[src/rtl/output_wrapper_pkg.sv]
// Shared definitions for the output wrapper: controller state encoding and
// default datapath dimensions.
package output_wrapper_pkg;

    // Controller states. The fourth code (2'b11) is unused and recovers to IDLE.
    typedef enum logic [1:0] {
        IDLE    = 2'b00,
        SEND    = 2'b01,
        ACK_LOW = 2'b10
    } state_t;

    localparam int DEF_WORD_W    = 8;
    localparam int DEF_NUM_WORDS = 4;
    localparam int DEF_CNT_W     = 2;

endpackage : output_wrapper_pkg

[src/rtl/output_wrapper_cntrlr.sv]
// Controller for the output wrapper. Sequences the load of a new result, the
// per-word four-phase handshake, and the return to IDLE after the last word.
module output_wrapper_cntrlr
    import output_wrapper_pkg::*;
(
    input  logic clk,
    input  logic rst,
    input  logic done,
    input  logic output_acc,
    input  logic last,
    output logic ld_reg,
    output logic shift,
    output logic inc,
    output logic clr_cnt,
    output logic output_rdy,
    output logic outsent
);

    state_t r_state;
    state_t w_state_next;
    // Remembers that the word just accepted was the final one, so ACK_LOW
    // does not have to re-derive it from a counter that may have advanced.
    logic   r_last_sent;

    // State register with immediate abort on reset.
    always_ff @(posedge clk or posedge rst) begin
        if (rst) begin
            r_state <= IDLE;
        end else begin
            r_state <= w_state_next;
        end
    end

    // Last-word flag: cleared on each load, set when the final word is accepted.
    always_ff @(posedge clk or posedge rst) begin
        if (rst) begin
            r_last_sent <= 1'b0;
        end else if (ld_reg) begin
            r_last_sent <= 1'b0;
        end else if (shift && last) begin
            r_last_sent <= 1'b1;
        end
    end

    // Next-state logic, datapath strobes and Moore handshake outputs.
    always_comb begin
        w_state_next = r_state;
        ld_reg       = 1'b0;
        shift        = 1'b0;
        inc          = 1'b0;
        clr_cnt      = 1'b0;
        output_rdy   = 1'b0;
        outsent      = 1'b0;
        case (r_state)
            IDLE: begin
                outsent = 1'b1;
                if (done) begin
                    ld_reg       = 1'b1;
                    clr_cnt      = 1'b1;
                    w_state_next = SEND;
                end
            end
            SEND: begin
                output_rdy = 1'b1;
                if (output_acc) begin
                    shift        = 1'b1;
                    // Counter holds at the final index so it never wraps.
                    inc          = ~last;
                    w_state_next = ACK_LOW;
                end
            end
            ACK_LOW: begin
                if (!output_acc) begin
                    w_state_next = r_last_sent ? IDLE : SEND;
                end
            end
            default: begin
                // Unused encoding: fall back to IDLE with all strobes inactive.
                w_state_next = IDLE;
            end
        endcase
    end

endmodule : output_wrapper_cntrlr

[src/rtl/output_wrapper.sv]
// Output wrapper top: captures a multi-word result on done and serialises it,
// least-significant word first, over a four-phase rdy/acc handshake.
module output_wrapper
    import output_wrapper_pkg::*;
#(
    parameter int WORD_W    = DEF_WORD_W,
    parameter int NUM_WORDS = DEF_NUM_WORDS,
    parameter int CNT_W     = DEF_CNT_W
) (
    input  logic                        clk,
    input  logic                        rst,
    input  logic                        done,
    input  logic [WORD_W*NUM_WORDS-1:0] result,
    input  logic                        output_acc,
    output logic                        output_rdy,
    output logic [WORD_W-1:0]           out_data,
    output logic                        outsent
);

    localparam int TOTAL_W = WORD_W * NUM_WORDS;

    logic [TOTAL_W-1:0] r_shift;
    logic [CNT_W-1:0]   r_cnt;
    logic               w_ld_reg;
    logic               w_shift;
    logic               w_inc;
    logic               w_clr_cnt;
    logic               w_last;

    assign w_last   = (r_cnt == CNT_W'(NUM_WORDS - 1));
    assign out_data = r_shift[WORD_W-1:0];

    output_wrapper_cntrlr u_cntrlr (
        .clk        (clk),
        .rst        (rst),
        .done       (done),
        .output_acc (output_acc),
        .last       (w_last),
        .ld_reg     (w_ld_reg),
        .shift      (w_shift),
        .inc        (w_inc),
        .clr_cnt    (w_clr_cnt),
        .output_rdy (output_rdy),
        .outsent    (outsent)
    );

    // Result buffer: load whole result, then shift one word right per acceptance.
    always_ff @(posedge clk or posedge rst) begin
        if (rst) begin
            r_shift <= '0;
        end else if (w_ld_reg) begin
            r_shift <= result;
        end else if (w_shift) begin
            r_shift <= r_shift >> WORD_W;
        end
    end

    // Word counter: cleared on load, advanced on each non-final acceptance.
    always_ff @(posedge clk or posedge rst) begin
        if (rst) begin
            r_cnt <= '0;
        end else if (w_clr_cnt) begin
            r_cnt <= '0;
        end else if (w_inc) begin
            r_cnt <= r_cnt + CNT_W'(1);
        end
    end

endmodule : output_wrapper

[config.mk]
export PLATFORM = sky130hd
export DESIGN_NAME = output_wrapper
export DESIGN_NICKNAME = d
export VERILOG_FILES = /design/src/rtl/output_wrapper_pkg.sv /design/src/rtl/output_wrapper_cntrlr.sv /design/src/rtl/output_wrapper.sv
export SDC_FILE = /design/constraint.sdc
export NUM_CORES = 1
export LEC_CHECK = 0
export ABC_AREA = 1
export BUFFER_PORTS_ARGS = -buffer_cell sky130_fd_sc_hd__buf_2
export CORE_ASPECT_RATIO = 2
export CORE_MARGIN = 2
export CORE_UTILIZATION = 45
export DETAILED_ROUTE_END_ITERATION = 8
export GPL_TIMING_DRIVEN = 0
export PLACE_DENSITY = 0.79
export SLEW_MARGIN = 10
export SYNTH_ARGS = -nofsm -noshare
export SYNTH_HDL_FRONTEND = slang
export SYNTH_SLANG_ARGS = --single-unit
[constraint.sdc]
create_clock -name clk -period 1.6 [get_ports clk]
set_clock_uncertainty 0.05 [all_clocks]
set_input_delay 0.16 -clock clk [delete_from_list [all_inputs] [get_ports clk]]
set_output_delay 0.16 -clock clk [all_outputs]
set_load 0.005 [all_outputs]
# ---- Word level (Yosys, flattened, before mapping)
# Cells that the tools add are included.
dict set report totals {
  ff_bits 37
  input_bits 36
  wordCells 37
}
dict set report op_classes {
  add_sub_neg 1
  eq_ne 6
  muxes 19
  n_bitwise 1
  reduce_logical 6
}
# op count
set ops {}
lappend ops {{32-bit 2-to-1 mux} 2}
lappend ops {{1-bit 2-to-1 mux} 11}
lappend ops {{2-bit 2-to-1 mux} 5}
lappend ops {{2-bit inequality test (second input constant)} 3}
lappend ops {{2-bit case mux with 3 select lines} 1}
lappend ops {{2-bit nonzero test} 3}
lappend ops {{2-bit == test (second input constant)} 2}
lappend ops {{3-bit AND reduction} 1}
lappend ops {{2-bit by 1-bit adder with 2-bit output (second input constant)} 1}
lappend ops {{2-bit by 1-bit == test with 1-bit output (second input constant)} 1}
lappend ops {{2-bit logical NOT} 1}
lappend ops {{1-bit logical AND} 1}
lappend ops {{1-bit inverter} 1}

# ---- Depth between registers and ports, before layout
dict set report depth {
  word_depth 6
  ltp_mapped 6
  depth_no_buf 5
}

# ---- Cells and area by module
# A second synthesis with hierarchy kept.
dict set report unflattened {
  hier_cells 214
  hier_area_um2 1784.2
}
# module n_inst cells_per_inst area_each_um2
set by_module_without_submodules {}
lappend by_module_without_submodules {output_wrapper 1 187 1601.5}
lappend by_module_without_submodules {output_wrapper_cntrlr 1 27 182.7}

# ---- Least setup slack after synthesis
# No wires, ideal clock.
dict set report synth_timing {
  path_type {register -> register}
  from {reg u_cntrlr.r_state[0]}
  to {reg r_cnt[0]}
  setup_ns 0.117
  arrival_time_ns 1.123
  required_time_ns 1.433
  setup_slack_ns 0.309
  stages_incl_launch_ff 7
  path_buffers 2
  period_less_slack_ns 1.291
  cell_sequence {dfrtp_1 > nor2_4 > nand2_4 > buf_6 > buf_6 > nand3_1 > nand2_1}
}
dict set report synth_between {
  elab_chain_cells 3
}
# element line_no
set synth_lines {}
lappend synth_lines {{start, declared} output_wrapper_cntrlr.sv:19} ;# state_t r_state;
lappend synth_lines {{start signal, assigned} output_wrapper_cntrlr.sv:30} ;# r_state <= w_state_next;
lappend synth_lines {{2-bit by 1-bit == test with 1-bit output or 2-bit logical NOT (tied branches)} output_wrapper_cntrlr.sv:54} ;# case (r_state)
lappend synth_lines {{1-bit 2-to-1 mux} output_wrapper_cntrlr.sv:54}
lappend synth_lines {{2-bit nonzero test (no source line) or 2-bit 2-to-1 mux (tied branches)} -}
lappend synth_lines {{end signal, assigned} output_wrapper.sv:65} ;# r_cnt <= r_cnt + CNT_W'(1);
lappend synth_lines {{end, declared} output_wrapper.sv:23} ;# logic [CNT_W-1:0] r_cnt;
# Several ways; a longest one is shown, not always the timed one.
# A chain may end at the register's enable or synchronous reset.

# ---- Worst setup path after layout
dict set report layout_timing {
  from {reg u_cntrlr.r_state[0]}
  to {reg r_shift[22]}
}
dict set report layout_between {
  elab_chain_cells 3
}
# element line_no
set layout_lines {}
lappend layout_lines {{2-bit by 1-bit == test with 1-bit output or 2-bit logical NOT (tied branches)} output_wrapper_cntrlr.sv:54}
lappend layout_lines {{1-bit 2-to-1 mux} output_wrapper_cntrlr.sv:54}
lappend layout_lines {{2-bit nonzero test (no source line) or 32-bit 2-to-1 mux (tied branches)} -}
lappend layout_lines {{end signal, assigned} output_wrapper.sv:52} ;# r_shift <= result;
lappend layout_lines {{end signal, assigned} output_wrapper.sv:54} ;# r_shift <= r_shift >> WORD_W;
lappend layout_lines {{end, declared} output_wrapper.sv:22} ;# logic [TOTAL_W-1:0] r_shift;
# Several ways; a longest one is shown, not always the timed one.

==> results.yml <==
clock_network:
  ctsHtreeMaxLevel: 2
  ctsLongestPathBuffers: 2
  cts-root-buf: "clkbuf_8"
  clkSlewWorstSetupHoldPaths_ns: 0.08
  post_cts_buffers: 0
  hold_buffers: 1
  cts_resized: 0
  cts_tree: "yes"
  numCtsBuffers: 5
  clock-sinks: 37
  clock_latency_ns: 0.30
floorplan:
  num_rows: 32
  core_region_area_um2: 3840
  start_util: 0.471
  die_area_um2: 4580
  io_pins: 46
  dieHeight_um: 93.7
  die_w_um: 48.9
worst_hold_path:
  min_path_cells: 3
  hp-class: "input pin to flop"
  worstHoldStart: "result[26]"
  min_to: "r_shift[26]"
sta:
  rsz0062_at_grt: "false"
  worst_pin_slew_ns: 0.775
  finalSetupViolCount: 0
  fin_crit_sh: 0.926
  fin_crit_ns: 1.48
  hold_viol: 0
  holdWs_ns: 0.00592
  slew_headroom: 0.483
  fin_tns_setup_ns: 0
  clock.fmax_ghz: 0.675
  maxSlewViolCount: 0
  setup_slack_ns: 0.119
synth:
  yosysTopAreaCellShare: 0.511
  synth_most_common_cell: "nand2_1"
  ys_ff_latch: 37
  synthArstFlopShare: 1.00
  syn_nets: 257
  yosysSeqAreaShare: 0.511
  yosysTopAreaCell: "dfrtp_1"
  syn_avg_cell_area_um2: 8.24
  ys.flop_type: "dfrtp_1"
  synthesis.area_um2: 1810
  synth_edf_count: 0
  synth_area_leaders: "dfrtp_1 51%, nand2_1 15%, nand3_1 12%, buf_4 4.1%, nor2_1 3.7%"
  synth_cells: 220
  ys_top_cells_by_count: "73 x nand2_1, 43 x nand3_1, 37 x dfrtp_1"
  synth_cell_types: 19
  ys_warn_count: 0
drt:
  route.detailed.drc: 0
  wirelength_mm: 3.94
  firstDrtPassIters: 4
  routedWlPerCell_um: 12.2
  vias: 1555
  drt_iter0_drc: 43
  antenna_left: 0
  via_per_inst: 4.80
job:
  drv_cap: 0
power:
  ir_worst_vdd_mv: 0.848
  pwr-share-clk: 0.165
  total_leakage_power_nw: 1.18
  p_comb_frac: 0.405
  p_per_area_nw_per_um2: 1760
  switching_share: 0.379
  internal-power_mw: 2.39
  p_switching_mw: 1.46
  seqPwrFrac: 0.430
final_layout:
  multi_input_area_um2: 698
  area_growth_pct: 21.0
  finish.net_count: 309
  drive_gt1_frac: 0.278
  fillers: 393
  register_area_um2: 926
  antenna_cells: 0
  post-route-util: 0.570
placed_design:
  place_congestion: 0.829
  io_buffers: 44
  hpwl_mm: 2.83
  dp_slack_ns: 0.148
critical_path:
  cp_slowest_stage_delay_ns: 0.47
  r2r_start: "u_cntrlr.r_state[0]"
  r2r_end: "r_shift[22]"
  critPathRequiredTime_ns: 1.78
  worstPathMaxFanout: 10
  rrSetupSlack_ns: 0.12
  reg2regPathDepth: 6
  end_kind: "flop"
  worstPathCellList: "nor2_4, nand2_4, inv_2, buf_6, nand2_1, nand3_1"
  start_kind: "flop"
  cp_slowest_cell: "dfrtp_1"
  cp.arrival_ns: 1.66
  critical_path.top_delay_family: "simple AND/OR/NAND/NOR gates"
  critPathBufInv: 2
  worstSetupPathType: "flop to flop"
grt:
  grt_pass1_vias: 1598
  grt_antenna_before_repair: 0
  gr-total-overflow: 0
  grt_max_degree: 38
  grt_first_pass_wirelength_mm: 6.74
  grtUsageTotal: 0.192
outcome:
  outcome: "complete, no violations"
==> metal layers <==
metal,routed length (um),global-route usage,up-vias
li1,-,-,792
met1,1600,0.209,717
met2,2130,0.346,39
met3,137,0.0382,7
met4,74,0.0952,0
met5,0,0,-
==> cells in the final DEF (no fill, tap or decap), drive strengths merged <==
cell | Yosys | layout
clkbuf | 0 | 5
nand4 | 1 | 1
inv | 13 | 13
clkinvlp | 0 | 1
nand3b | 7 | 7
a21oi | 1 | 1
ha | 1 | 1
dfrtp | 37 | 37
buf | 18 | 62
clkinv | 0 | 2
nor2 | 20 | 20
dlygate4sd3 | 0 | 1
nand2 | 75 | 75
nand3 | 44 | 44
o21ai | 3 | 3
==> power by group through the flow <==
stage	Sequential [mW]	Combinational, mW	Clock [mW]
finish	1.66	1.56	0.637
floorplan	1.61	1.17	0
global placement	1.65	1.52	0
detailed placement	1.67	1.56	0
global route	1.72	1.79	0.677
CTS	1.66	1.57	0.643
==> through the flow <==
stage / power [mW] / instance area, um^2 / instances
floorplan: 2.77 / 1810 / 220
global placement: 3.17 / 2100 / 315
detailed placement: 3.24 / 2100 / 315
CTS: 3.87 / 2190 / 324
global route: 4.19 / 2190 / 324
finish: 3.85 / 2190 / 324
==> worst max path at each step <==
stage / slack, ns / depth (start not counted) / start / endpoint
floorplan: 0.31 / 6 / u_cntrlr.r_state[0] / r_cnt[0]
global placement: 0.08 / 2 / rst / r_shift[2]
detailed placement: 0.15 / 6 / u_cntrlr.r_state[0] / r_shift[1]
CTS: 0.13 / 6 / u_cntrlr.r_state[0] / r_shift[1]
global route: 0.03 / 6 / u_cntrlr.r_state[0] / r_shift[30]
finish: 0.12 / 6 / u_cntrlr.r_state[0] / r_shift[22]
==> final cells by class <==
type,instances,area share
Buffer,18,0.0634
Inverter,13,0.0223
Tap cell,51,0.0291
Clock buffer,5,0.0314
Multi-Input combinational cell,152,0.318
Timing Repair Buffer,45,0.105
Sequential cell,37,0.422
Clock inverter,3,0.00799
==> flip-flops by register name (all words and copies together) (netlist names) <==
register              count
r_cnt                     2
r_shift                  32
u_cntrlr.r_state          2
u_cntrlr.r_last_sent      1
==> worst reg2reg max path, stage by stage (launching register included) <==
cell and delay [ns]:
dfrtp_1 0.47, nor2_4 0.30, nand2_4 0.10, inv_2 0.18, buf_6 0.18, nand2_1 0.06, nand3_1 0.08
==> cells by family after synthesis <==
kind of cell,after synthesis,share of synthesized area
compound gates,4,0.0110
buf+inv,31,0.104
simple gates,147,0.367
fa+ha+maj,1,0.00690
flops,37,0.511
(Power assumes the default switching activity.)
